File: src/rtl/pool_pkg.sv
`default_nettype none
// +------------------------------------------------------------------+
// | pool_pkg : shared pooling mode encodings and width helper        |
// | Revision : 1.0                                                   |
// +------------------------------------------------------------------+
package pool_pkg;

   localparam logic POOL_MAX = 1'b0;
   localparam logic POOL_AVG = 1'b1;

   function automatic int clog2(input int value);
      int r;
      r = 0;
      while ((1 << r) < value) r++;
      return r;
   endfunction

endpackage
`default_nettype wire

File: src/rtl/pool_lane.sv
`default_nettype none
// +------------------------------------------------------------------+
// | pool_lane : one channel of max/average pooling accumulation      |
// | Revision : 1.0                                                   |
// +------------------------------------------------------------------+
module pool_lane
   import pool_pkg::*;
#(
   parameter int DATA_W = 16,
   parameter int WIN    = 4,
   parameter int SIGNED = 1
) (
   input  logic              clk,
   input  logic              rst,
   input  logic              en,
   input  logic              clr,
   input  logic              first,
   input  logic              last,
   input  logic              mode,
   input  logic [DATA_W-1:0] sample,
   output logic [DATA_W-1:0] result
);

   localparam int LW    = clog2(WIN);
   localparam int ACC_W = DATA_W + LW;

   logic [ACC_W-1:0] acc_q;
   logic [ACC_W-1:0] acc_d;
   logic [ACC_W-1:0] acc_new;
   logic [ACC_W-1:0] sample_ext;
   logic             take;

   always_comb begin
      // Max mode stores the extended sample too; extension preserves ordering.
      sample_ext = (SIGNED != 0) ? {{LW{sample[DATA_W-1]}}, sample}
                                 : {{LW{1'b0}}, sample};
      take       = (SIGNED != 0) ? ($signed(sample_ext) > $signed(acc_q))
                                 : (sample_ext > acc_q);

      if (first)
         acc_new = sample_ext;
      else if (mode == POOL_AVG)
         acc_new = acc_q + sample_ext;
      else
         acc_new = take ? sample_ext : acc_q;

      acc_d = acc_q;
      if (clr || (en && last))
         acc_d = '0;
      else if (en)
         acc_d = acc_new;

      // Upper slice of the sum is the floor shift for both signednesses.
      result = (mode == POOL_AVG) ? acc_new[LW +: DATA_W] : acc_new[DATA_W-1:0];
   end

   always_ff @(posedge clk or posedge rst) begin
      if (rst)
         acc_q <= '0;
      else
         acc_q <= acc_d;
   end

endmodule
`default_nettype wire

File: src/rtl/pool_engine.sv
`default_nettype none
// +------------------------------------------------------------------+
// | pool_engine : multi-channel windowed max/average pooling engine  |
// | Revision : 1.0                                                   |
// +------------------------------------------------------------------+
module pool_engine
   import pool_pkg::*;
#(
   parameter int DATA_W = 16,
   parameter int CH     = 4,
   parameter int WIN    = 4,
   parameter int SIGNED = 1
) (
   input  logic                 clk,
   input  logic                 rst,
   input  logic                 pool_mode,
   input  logic                 pool_clr,
   input  logic                 in_valid,
   output logic                 in_ready,
   input  logic [CH*DATA_W-1:0] in_data,
   output logic                 out_valid,
   input  logic                 out_ready,
   output logic [CH*DATA_W-1:0] out_data,
   output logic                 win_busy
);

   localparam int LW = clog2(WIN);

   if ((WIN < 2) || (WIN > 64) || ((1 << LW) != WIN)) begin : g_win_check
      $error("pool_engine: WIN must be a power of 2 in 2..64");
   end

   logic [LW-1:0]          count_q, count_d;
   logic                   mode_q, mode_d;
   logic                   out_valid_q, out_valid_d;
   logic [CH*DATA_W-1:0]   out_data_q, out_data_d;
   logic [CH*DATA_W-1:0]   lane_result;
   logic                   accept;
   logic                   first;
   logic                   last;
   logic                   lane_mode;

   always_comb begin
      in_ready  = !out_valid_q || out_ready;
      accept    = in_valid && in_ready && !pool_clr;
      first     = (count_q == '0);
      last      = (count_q == LW'(WIN - 1));
      lane_mode = first ? pool_mode : mode_q;

      count_d     = count_q;
      mode_d      = mode_q;
      out_valid_d = out_valid_q;
      out_data_d  = out_data_q;

      if (out_valid_q && out_ready)
         out_valid_d = 1'b0;

      // Abort wins over accept; the output register is left alone.
      if (pool_clr) begin
         count_d = '0;
      end else if (accept) begin
         count_d = count_q + 1'b1;
         if (first)
            mode_d = pool_mode;
         if (last) begin
            out_valid_d = 1'b1;
            out_data_d  = lane_result;
         end
      end
   end

   always_ff @(posedge clk or posedge rst) begin
      if (rst) begin
         count_q     <= '0;
         mode_q      <= POOL_MAX;
         out_valid_q <= 1'b0;
         out_data_q  <= '0;
      end else begin
         count_q     <= count_d;
         mode_q      <= mode_d;
         out_valid_q <= out_valid_d;
         out_data_q  <= out_data_d;
      end
   end

   for (genvar k = 0; k < CH; k++) begin : g_lane
      pool_lane #(
         .DATA_W (DATA_W),
         .WIN    (WIN),
         .SIGNED (SIGNED)
      ) u_lane (
         .clk    (clk),
         .rst    (rst),
         .en     (accept),
         .clr    (pool_clr),
         .first  (first),
         .last   (last),
         .mode   (lane_mode),
         .sample (in_data[k*DATA_W +: DATA_W]),
         .result (lane_result[k*DATA_W +: DATA_W])
      );
   end

   assign out_valid = out_valid_q;
   assign out_data  = out_data_q;
   assign win_busy  = (count_q != '0);

endmodule
`default_nettype wire

File: config.mk
export PLATFORM = sky130hd
export DESIGN_NAME = pool_engine
export DESIGN_NICKNAME = d
export VERILOG_FILES = /design/src/rtl/pool_pkg.sv /design/src/rtl/pool_lane.sv /design/src/rtl/pool_engine.sv
export SDC_FILE = /design/constraint.sdc
export NUM_CORES = 1
export LEC_CHECK = 0
export ABC_AREA = 1
export BUFFER_PORTS_ARGS = -buffer_cell sky130_fd_sc_hd__buf_2
export CORE_MARGIN = 2
export CORE_UTILIZATION = 45
export DETAILED_ROUTE_END_ITERATION = 10
export GPL_TIMING_DRIVEN = 0
export PLACE_DENSITY = 0.7
export SKIP_CTS_REPAIR_TIMING = 1
export SLEW_MARGIN = 10
export SYNTH_ARGS = -nofsm -noshare
export SYNTH_HDL_FRONTEND = slang
export SYNTH_SLANG_ARGS = --single-unit
File: constraint.sdc
create_clock -name clk -period 3.6 [get_ports clk]
set_input_delay 0.18 -clock clk [delete_from_list [all_inputs] [get_ports clk]]
set_output_delay 0.18 -clock clk [all_outputs]
set_load 0.02 [all_outputs]
Word-level counts from Yosys, hierarchy flattened --
Index checks and enable logic that the tools add are counted. W data, S select, Z words.
Cells by class: add/sub/neg operators 5, $lt $le $gt $ge 4, equality and inequality tests 1, muxes and demuxes 31, bitwise operators 1, reductions and logical operators 14
Operators by type and width (count):
- $mux W18 | 20
- $add A18 B18 Y18 | 4
- $gt A16 B18 Y1 | 4
- $mux W16 | 4
- $reduce_bool A2 Y1 | 3
- $mux W1 | 5
- $logic_and A1 B1 Y1 | 4
- $mux W2 | 2
- $reduce_and A3 Y1 | 1
- $add A2 B1 Y2 const B | 1
- $eq A2 B2 Y1 const B | 1
- $logic_not A1 Y1 | 2
- $logic_not A2 Y1 | 1
- $logic_or A1 B1 Y1 | 2
- $reduce_and A2 Y1 | 1
- $not A1 Y1 | 1
Storage, ports and cells: register bits 140, bits of input ports 70, output and inout port bits 67, word-level logic and storage cells 64

Logic depth before layout (Yosys ltp) --
Gate-level depths: netlist of run 1.
depth after elaboration 7, depth in mapped cells 22, depth with buffers taken out 20

By module --
Synthesis of run 1 repeated with hierarchy kept, for this count alone.
Second synthesis, totals: cells, all modules 2370, area, all modules 14940.6 um^2
Modules (own cells, without submodules):
- pool_lane (g_lane[1].u_lane) | instances 1, cells each 511, area an instance 3040.4 um^2, seq. area each 450.4 um^2
- pool_lane (g_lane[3].u_lane) | instances 1, cells each 521, area an instance 3039.2 um^2, seq. area each 450.4 um^2
- pool_lane (g_lane[0].u_lane) | instances 1, cells each 518, area an instance 3026.7 um^2, seq. area each 450.4 um^2
- pool_lane (g_lane[2].u_lane) | instances 1, cells each 508, area an instance 2964.1 um^2, seq. area each 450.4 um^2
- pool_engine | instances 1, cells each 312, area an instance 2870.3 um^2, seq. area each 1701.6 um^2

Worst setup path before layout of run 1 --
OpenSTA, ideal clock, no wires.
path kind reg-to-reg, start point register g_lane[2].u_lane.acc_q[0], end point register out_data_q[38] (netlist: out_data[38]), setup time 0.118 ns, arrival 2.171 ns, required time 3.482 ns, path slack 1.311 ns, stages on the path, launching flop included 14, buffers on the path 0, period minus slack after synthesis 2.289 ns, cell sequence dfrtp_1 -> ha_1 -> fa_1 -> nand2_1 -> nand2_1 -> o21ai_1 -> o21ai_0 -> or2_2 -> a31oi_1 -> o21ai_1 -> nand2_1 -> nand2_1 -> nand3_1 -> nand2_1
Between the ends: word-level cells in the longest chain between the ends 5, elaborated cells between the ends (all ways) 6, classes of those cells add/sub: 1; order compare: 1; mux: 4
Ends and longest elaborated chain:
- start, declared | line pool_lane.sv:27 | logic [ACC_W-1:0] acc_q;
- start signal, assigned | line pool_lane.sv:59 | acc_q <= '0;
- start signal, assigned | line pool_lane.sv:61 | acc_q <= acc_d;
- $gt A16 B18 Y1 | line pool_lane.sv:37 | take = (SIGNED != 0) ? ($signed(sample_ext) > $signed(acc_q))
- $mux W18 | line pool_lane.sv:45 | acc_new = take ? sample_ext : acc_q;
- $mux W18 * | line pool_lane.sv:42 | else if (mode == POOL_AVG)
- $mux W18 * | line pool_lane.sv:40 | if (first)
- $mux W16 * | line pool_lane.sv:54 | result = (mode == POOL_AVG) ? acc_new[LW +: DATA_W] : acc_new[DATA_W-1:0];
- end signal, assigned | line pool_engine.sv:82 | out_data_q <= out_data_d;
- end, declared | line pool_engine.sv:36 | logic [CH*DATA_W-1:0] out_data_q, out_data_d;
Every way passes the cells marked *; elsewhere a longest branch is shown, timed or not. A chain may end at the register's enable or synchronous reset.

Worst setup path in the final report of run 1 --
start point register mode_q, end point register out_data_q[6] (netlist: out_data[6])
Between the ends: word-level cells in the longest chain between the ends 4
Ends and longest elaborated chain:
- start, declared | line pool_engine.sv:34 | logic mode_q, mode_d;
- start signal, assigned | line pool_engine.sv:80 | mode_q <= mode_d;
- $mux W1 *
- $mux W18 | line pool_lane.sv:42
- $mux W18 | line pool_lane.sv:40
- $mux W16 * | line pool_lane.sv:54
Marked as above.

==> metrics.txt, run 1 <==
Post-synth top cells=692 x nand2_1, 308 x nand3_1, 295 x inv_1; most numerous cell in the Yosys netlist=nand2_1; Setup TNS Final=0 ps; DIE WIDTH=184.9 um; CP arrival=3830 ps; Hold Fails Final Rpt=0; vias in the first global route=15.61k; hpwl dp=46190 um; internal power=0.004133 W; IO Count=137; Worst setup SP type=flip-flop; port buffer count=136; outcome=complete, no violations; Skew-Pair Late Insertion Delay=460 ps; HP Class=in -> reg; largest net degree at the start of global routing=35; Fill cells=3349; sequential area share after synthesis=0.2380; min-delay src=out_ready; DR vias/cell=5.742; Gate power share=0.483; drt pass-1 iters=5; Switching Share=0.4660; wire length per cell=21.05 um; Synth Flop Type=dfrtp_1; Peak VDD IR=374.1 uV; layout cells sized above 1=0.1288; fin crit period=3450 ps; Clock Power Share=0.262; vias=16.81k; largest area contributor in the netlist=dfrtp_1; Yosys warnings=0; Final Setup Violations=0; Max Slew Vio Count=0; CTS H-tree lvls=4; antenna violations before repair=0; Highest Clock Rate=0.2899 GHz; Mapped Cells=2311; headroom to the max-slew limit=0.1530; mean post-synth cell area=6.369 um2; Die Area=34170 um2; drt total wl=61630 um; die height=184.9 um; CTS tree=yes; critical path required time=3990 ps; row cnt=66; FF-to-FF Start=mode_q; #FFs+latches synth=140; Max Cap Viol=0; total grt overflow=0; Initial Util=0.4547; Worst setup EP type=flip-flop; RSZ-0062 raised after global routing=no; first-pass GRT wire length=91590 um; pwr dens=463.6 nW/um2; CTS clk-pin slew, worst paths=70 ps; First DRT Iteration DRCs=1937; cell area after synthesis=14720 um2; Root Driver=clkbuf_16; worst slew pin tran=1271 ps; CTS Buffer Depth=2; largest cells by area after synthesis=dfrtp_1 24%, nand2_1 18%, ha_1 12%, nand3_1 10%, inv_1 7.5%; clock sinks=140; area post-placement=16040 um2; Setup CP Type=reg -> reg; Antenna Nets Post-Route=0; Final #Nets=2687; crit path launch=mode_q; Area growth, synth to finish=13.43%; Finished Cell Area=16700 um2; Synth top area share=0.2380; Worst Skew=15.74 ps; total track usage=0.3597; syn nets=2527; EDFF count, synth=0; Worst Path Max Fanout=10; Core ar.=32370 um2; DRC Markers=0; Reg power frac=0.255; period utilization=0.9582; Leak Pwr=9.280 nW; ys async rst share=1.000; Switch Pwr=0.003607 W; RD Place Congestion=1.019; total CTS buffers=17; Yosys cell types=49
-- layer usage --
layer / vias to the layer above / global-route usage / part of all wire
li1: 7830 / - / -
met3: 172 / 0.06429 / 0.095
met2: 906 / 0.5681 / 0.44
met1: 7898 / 0.4857 / 0.42
met4: 0 / 0.1470 / 0.039
met5: - / 0 / 0
-- layout by cell type (no fill, tap or decap), types with 3 or more instances in the layout --
cell,netlist,final
nor2_1,135,135
a31oi_1,5,5
dfrtp_1,140,140
buf_4,8,8
or2_1,3,3
ha_1,142,142
nand2_2,20,20
nor4_1,5,5
or2_2,8,8
a21oi_1,103,103
o22ai_1,20,20
o21ai_1,27,27
clkbuf_1,34,34
inv_2,12,12
clkinv_4,0,3
buf_12,0,4
buf_6,4,4
inv_1,295,294
buf_1,4,4
o21ai_0,103,103
a21o_1,12,12
nand2_1,692,692
fa_1,4,4
nand3_2,28,28
xor2_1,17,17
a21boi_0,4,4
nand4_1,48,48
o21bai_1,22,22
inv_6,0,4
nand3b_1,4,4
nand3_1,308,308
o21ai_2,3,3
nand3_4,3,3
clkinvlp_4,0,3
bufinv_16,0,4
nor3_1,14,14
clkbuf_16,0,17
buf_2,43,179
o211ai_1,13,13
nor2_2,6,6
-- final timing paths --
check	to	slack (ps)	cells after the start
min in group asynchronous	out_data[44]	260	3
min reg2reg	out_data[18]	470	2
max	out_data[6]	150	11
max reg2reg	out_data[6]	150	11
min	out_valid	0.3	4
max in group asynchronous	out_data[4]	2560	5
-- flip-flops by register name (all words and copies together), names as in the netlist --
signal               cells
out_data                64
g_lane.u_lane.acc_q     72
count_q                  2
out_valid                1
mode_q                   1
-- cells by family after synthesis --
family / share of synthesized area
simple gates: 0.3919
flops: 0.2380
compound gates: 0.1215
fa+ha+maj: 0.1261
xor+xnor: 0.01012
buf+inv: 0.1124
-- per-stage QoR --
stage | std cells | utilization | power, W | hold slack, ps | setup slack, ps
after floorplan | 2311 | - | 0.004395 | 361.3 | 1311
final | 2927 | 0.5158 | 0.007740 | 0.3030 | 150.5
after detailed placement | 2893 | 0.4954 | 0.005611 | 196.0 | 459.7
after global routing | 2926 | 0.5157 | 0.008145 | 48.49 | 141.3
after global placement | 2889 | 0.4929 | 0.005558 | 459.1 | 450.0
after CTS | 2925 | 0.5154 | 0.007644 | -289.8 | 440.3
-- area by class of cell --
type / count / area (um2) / share of cell area
Antenna cell: 1 / 2.502 / 0.0001499
Buffer: 96 / 498.0 / 0.02983
Clock buffer: 18 / 439.2 / 0.02630
Clock inverter: 14 / 207.7 / 0.01244
Inverter: 308 / 1160 / 0.06947
Multi-Input combinational cell: 1767 / 9562 / 0.5727
Sequential cell: 140 / 3503 / 0.2098
Tap cell: 442 / 553.0 / 0.03312
Timing Repair Buffer: 141 / 770.7 / 0.04616
-- power groups by stage --
stage	clock [W]	sequential [W]	combinational, W
floorplan	0	0.00218	0.00222
global placement	0	0.00198	0.00357
detailed placement	0	0.00199	0.00362
CTS	0.00204	0.00197	0.00364
global route	0.00209	0.00200	0.00405
finish	0.00203	0.00197	0.00374
-- critical path, stage by stage, from the launching register on --
cell and delay (ps):
dfrtp_1 320, buf_2 330, inv_1 310, o21a_1 250, buf_2 150, inv_2 90
clkbuf_1 940, buf_2 540, nand3_1 150, nand2_1 120, nand2_1 70, nand2_1 90
Note: power is estimated with default switching activity, not from simulation.
==> run 2: changes to the inputs <==
Settings changed: CELL_PAD_IN_SITES_DETAIL_PLACEMENT set to 1, CELL_PAD_IN_SITES_GLOBAL_PLACEMENT set to 1, CORE_UTILIZATION 45 to 39, PLACE_DENSITY 0.7 to 0.82, SYNTH_HIERARCHICAL set to 1.
==> run 2 against run 1 <==
Combinational power decreased by 17%. Total power decreased by 11%. Count of clock-buffer cells in the layout up 4. First-iteration DRC count fell by 55%. Sequential power about the same.
==> metrics.txt, run 2 <==
Worst Skew=11.33 ps (-4.412 ps); Mapped Cells=2370 (+2.6%); met2 usage=0.5073 (-0.06076); Setup CP Type=reg -> reg; Max stage delay cell, worst path=ha_2; Critical Path Sink=out_data[11]; CP arrival=3620 ps (-210 ps); die height=199.7 um (+8.0%); Yosys warnings=6 (+6); hpwl dp=45070 um (-2.4%); Finished Cell Area=16900 um2 (+1.2%); wire length per cell=18.68 um (-11%); Root Driver=clkbuf_16; FF-to-FF path depth=12 (+1); commonest non-fill, non-tap cells in the layout=778 x nand2_1, 302 x inv_1, 273 x nand3_1; syn nets=2586 (+2.3%); Final #Nets=2744 (+2.1%); Critical Path Most Common Cell=nand2_1; port buffer count=136 (unchanged); Worst setup SP type=flip-flop; DR vias/cell=5.442 (-5.2%); antenna violations before repair=2 (+2); vias in the first global route=17.58k (+13%); First DRT Iteration DRCs=881 (-55%); Core ar.=37670 um2 (+16%); Post-synth top cells=778 x nand2_1, 303 x inv_1, 273 x nand3_1; number of flip-flops in the largest register=72 (unchanged); Final Setup Violations=0 (unchanged); Reg with most FFs=g_lane.u_lane/acc_q; FF-to-FF Start=count_q[0]; critical-path cell list=inv_1 -> ha_2 -> nand2_1 -> o21ai_1 -> clkbuf_1 -> clkinv_1 -> buf_2 -> buf_4 -> nand3_1 -> nand2_1 -> nand4_1 -> nand2_1; ys async rst share=1.000 (unchanged); fin crit period=3287 ps (-162.9 ps); Yosys cell types=52 (+6.1%); IO Count=137 (unchanged); outcome=complete, no violations; EDFF count, synth=0 (unchanged); Peak VDD IR=379.0 uV (+1.3%); total grt overflow=0 (unchanged); layout cells sized above 1=0.1322 (+0.003407); total track usage=0.2921 (-0.06758); Buf/Inv on CP=5 (-1); Synth Flop Type=dfrtp_1; mean post-synth cell area=6.304 um2 (-1.0%); critical path required time=3930 ps (-60 ps); RD Place Congestion=0.8932 (-12%); most numerous cell in the Yosys netlist=nand2_1; row cnt=71 (+7.6%); Highest Clock Rate=0.3043 GHz (+5.0%); Worst setup EP type=flip-flop; diodes inserted=0 (-1); Antenna Nets Post-Route=0 (unchanged); Die Area=39890 um2 (+17%); DIE WIDTH=199.7 um (+8.0%); CTS H-tree lvls=4 (unchanged); DRC Markers=0 (unchanged); drt total wl=57010 um (-7.5%); Area growth, synth to finish=13.09%; Leak Pwr=9.424 nW (+1.5%); GR Util met3=0.03831 (-0.02598); total CTS buffers=17 (unchanged); CP Depth=12 (+1); Max Cap Viol=0 (unchanged); headroom to the max-slew limit=0.3245 (+0.1715); RSZ-0062 raised after global routing=no; period utilization=0.9129 (-0.04526); vias=16.61k (-1.2%); drt pass-1 iters=5 (unchanged); sequential area share after synthesis=0.2345 (-0.003528); GR peak layer=met2; Worst Path Max Fanout=10 (unchanged); Top Family by Delay on Critical Path=buffers and inverters; commonest non-fill, non-tap cell in the layout=nand2_1; largest net degree at the start of global routing=51 (+46%); #FFs+latches synth=140 (unchanged); CTS Buffer Depth=2 (unchanged); clock sinks=140 (unchanged); first-pass GRT wire length=91980 um (+0.42%); cell area after synthesis=14940 um2 (+1.5%); met1 GRT Util=0.3739 (-0.1118); Reg-to-Reg End=out_data[11]; worst slew pin tran=1010 ps (-261.0 ps); largest cells by area after synthesis=dfrtp_1 23%, nand2_1 20%, ha_1 12%, nand3_1 9.1%, inv_1 7.6%; Hold Fails Final Rpt=0 (unchanged); Synth top area share=0.2345 (-0.003528); hold depth=5 (+1); pwr dens=409.8 nW/um2 (-12%); Max Slew Vio Count=0 (unchanged); Skew-Pair Late Insertion Delay=450 ps (about the same); Initial Util=0.3967 (-0.05804); Setup TNS Final=0 ps (unchanged); CTS clk-pin slew, worst paths=70 ps (about the same); flop2flop setup slack=310 ps (+160 ps); CTS tree=yes; HP Class=in -> reg; crit path launch=count_q[0]; largest area contributor in the netlist=dfrtp_1; area post-placement=16300 um2 (+1.7%); CP peak stage delay=450 ps (-490 ps)
run 2: changes by cell type after synthesis, sizes merged, moves of 8 or more:
cell | previous run | this run
nand2 | 713 | 794
o21bai | 23 | 12
a21oi | 103 | 135
nand4 | 48 | 104
o22ai | 20 | 0
o21ai | 133 | 110
xor2 | 17 | 9
nand3 | 339 | 280
or2 | 11 | 41
run 2: cells by family after synthesis:
family	synth area share
and+or+nand+nor	0.4098
buffers and inverters	0.1132
AOI/OAI and AO/OA	0.1095
adders and majority gates	0.1243
DFF	0.2345
xor gates and xnor gates	0.008794
run 2: per-layer routing:
| layer | share of wire | wire [um] | vias to the layer above |
|---|---|---|---|
| li1 | - | - | 7992 |
| met2 | 0.48 | 27350 | 392 |
| met1 | 0.45 | 25530 | 8131 |
| met3 | 0.046 | 2648 | 91 |
| met4 | 0.026 | 1469 | 2 |
| met5 | 0.00023 | 13 | - |
run 2: layout make-up:
type | instances | area (um2)
Clock buffer | 22 | 494.2
Timing Repair Buffer | 139 | 729.5
Tap cell | 511 | 639.4
Inverter | 305 | 1147
Multi-Input combinational cell | 1833 | 9748
Sequential cell | 140 | 3503
Clock inverter | 10 | 87.58
Buffer | 92 | 546.8
Fill cell | 5192 | 20770
run 2: how the worst min path moves through the flow:
stage / slack (ps) / endpoint / from
4_1_cts: -240 / count_q[0] / rst
6_report: 90 / g_lane[1].u_lane/acc_q[0] / in_data[16]
3_3_place_gp: 410 / g_lane[2].u_lane/acc_q[5] / rst
3_5_place_dp: 240 / count_q[0] / rst
2_1_floorplan: 120 / g_lane[0].u_lane/acc_q[0] / rst
5_1_grt: 150 / g_lane[1].u_lane/acc_q[0] / in_data[16]
run 2: through the flow:
stage | hold WS, ps | utilization | std cells | power (W) | worst slack (ps)
after global routing | 148.1 | 0.4486 | 3052 | 0.007376 | 154.0
after global placement | 405.9 | 0.4317 | 3017 | 0.004927 | -693.5
after floorplan | 118.6 | - | 2370 | 0.004022 | 1094
after CTS | -237.4 | 0.4482 | 3051 | 0.006912 | 180.6
after detailed placement | 239.9 | 0.4328 | 3019 | 0.005050 | 196.7
final | 88.63 | 0.4486 | 3052 | 0.006924 | 313.4
run 2: worst min-delay path, stage by stage:
cell and delay, ps:
buf_2 110, nand2_1 50, nand2_1 80, nand2_1 50, nand2_1 50
run 2: power breakdown:
| part | leakage (nW) | total [W] | switching [W] | internal (W) |
|---|---|---|---|---|
| Combinational | 7.24 | 0.00312 | 0.00213 | 0.000986 |
| Clock | 0.288 | 0.00184 | 0.000797 | 0.00104 |
| Sequential | 1.90 | 0.00197 | 0.000188 | 0.00178 |
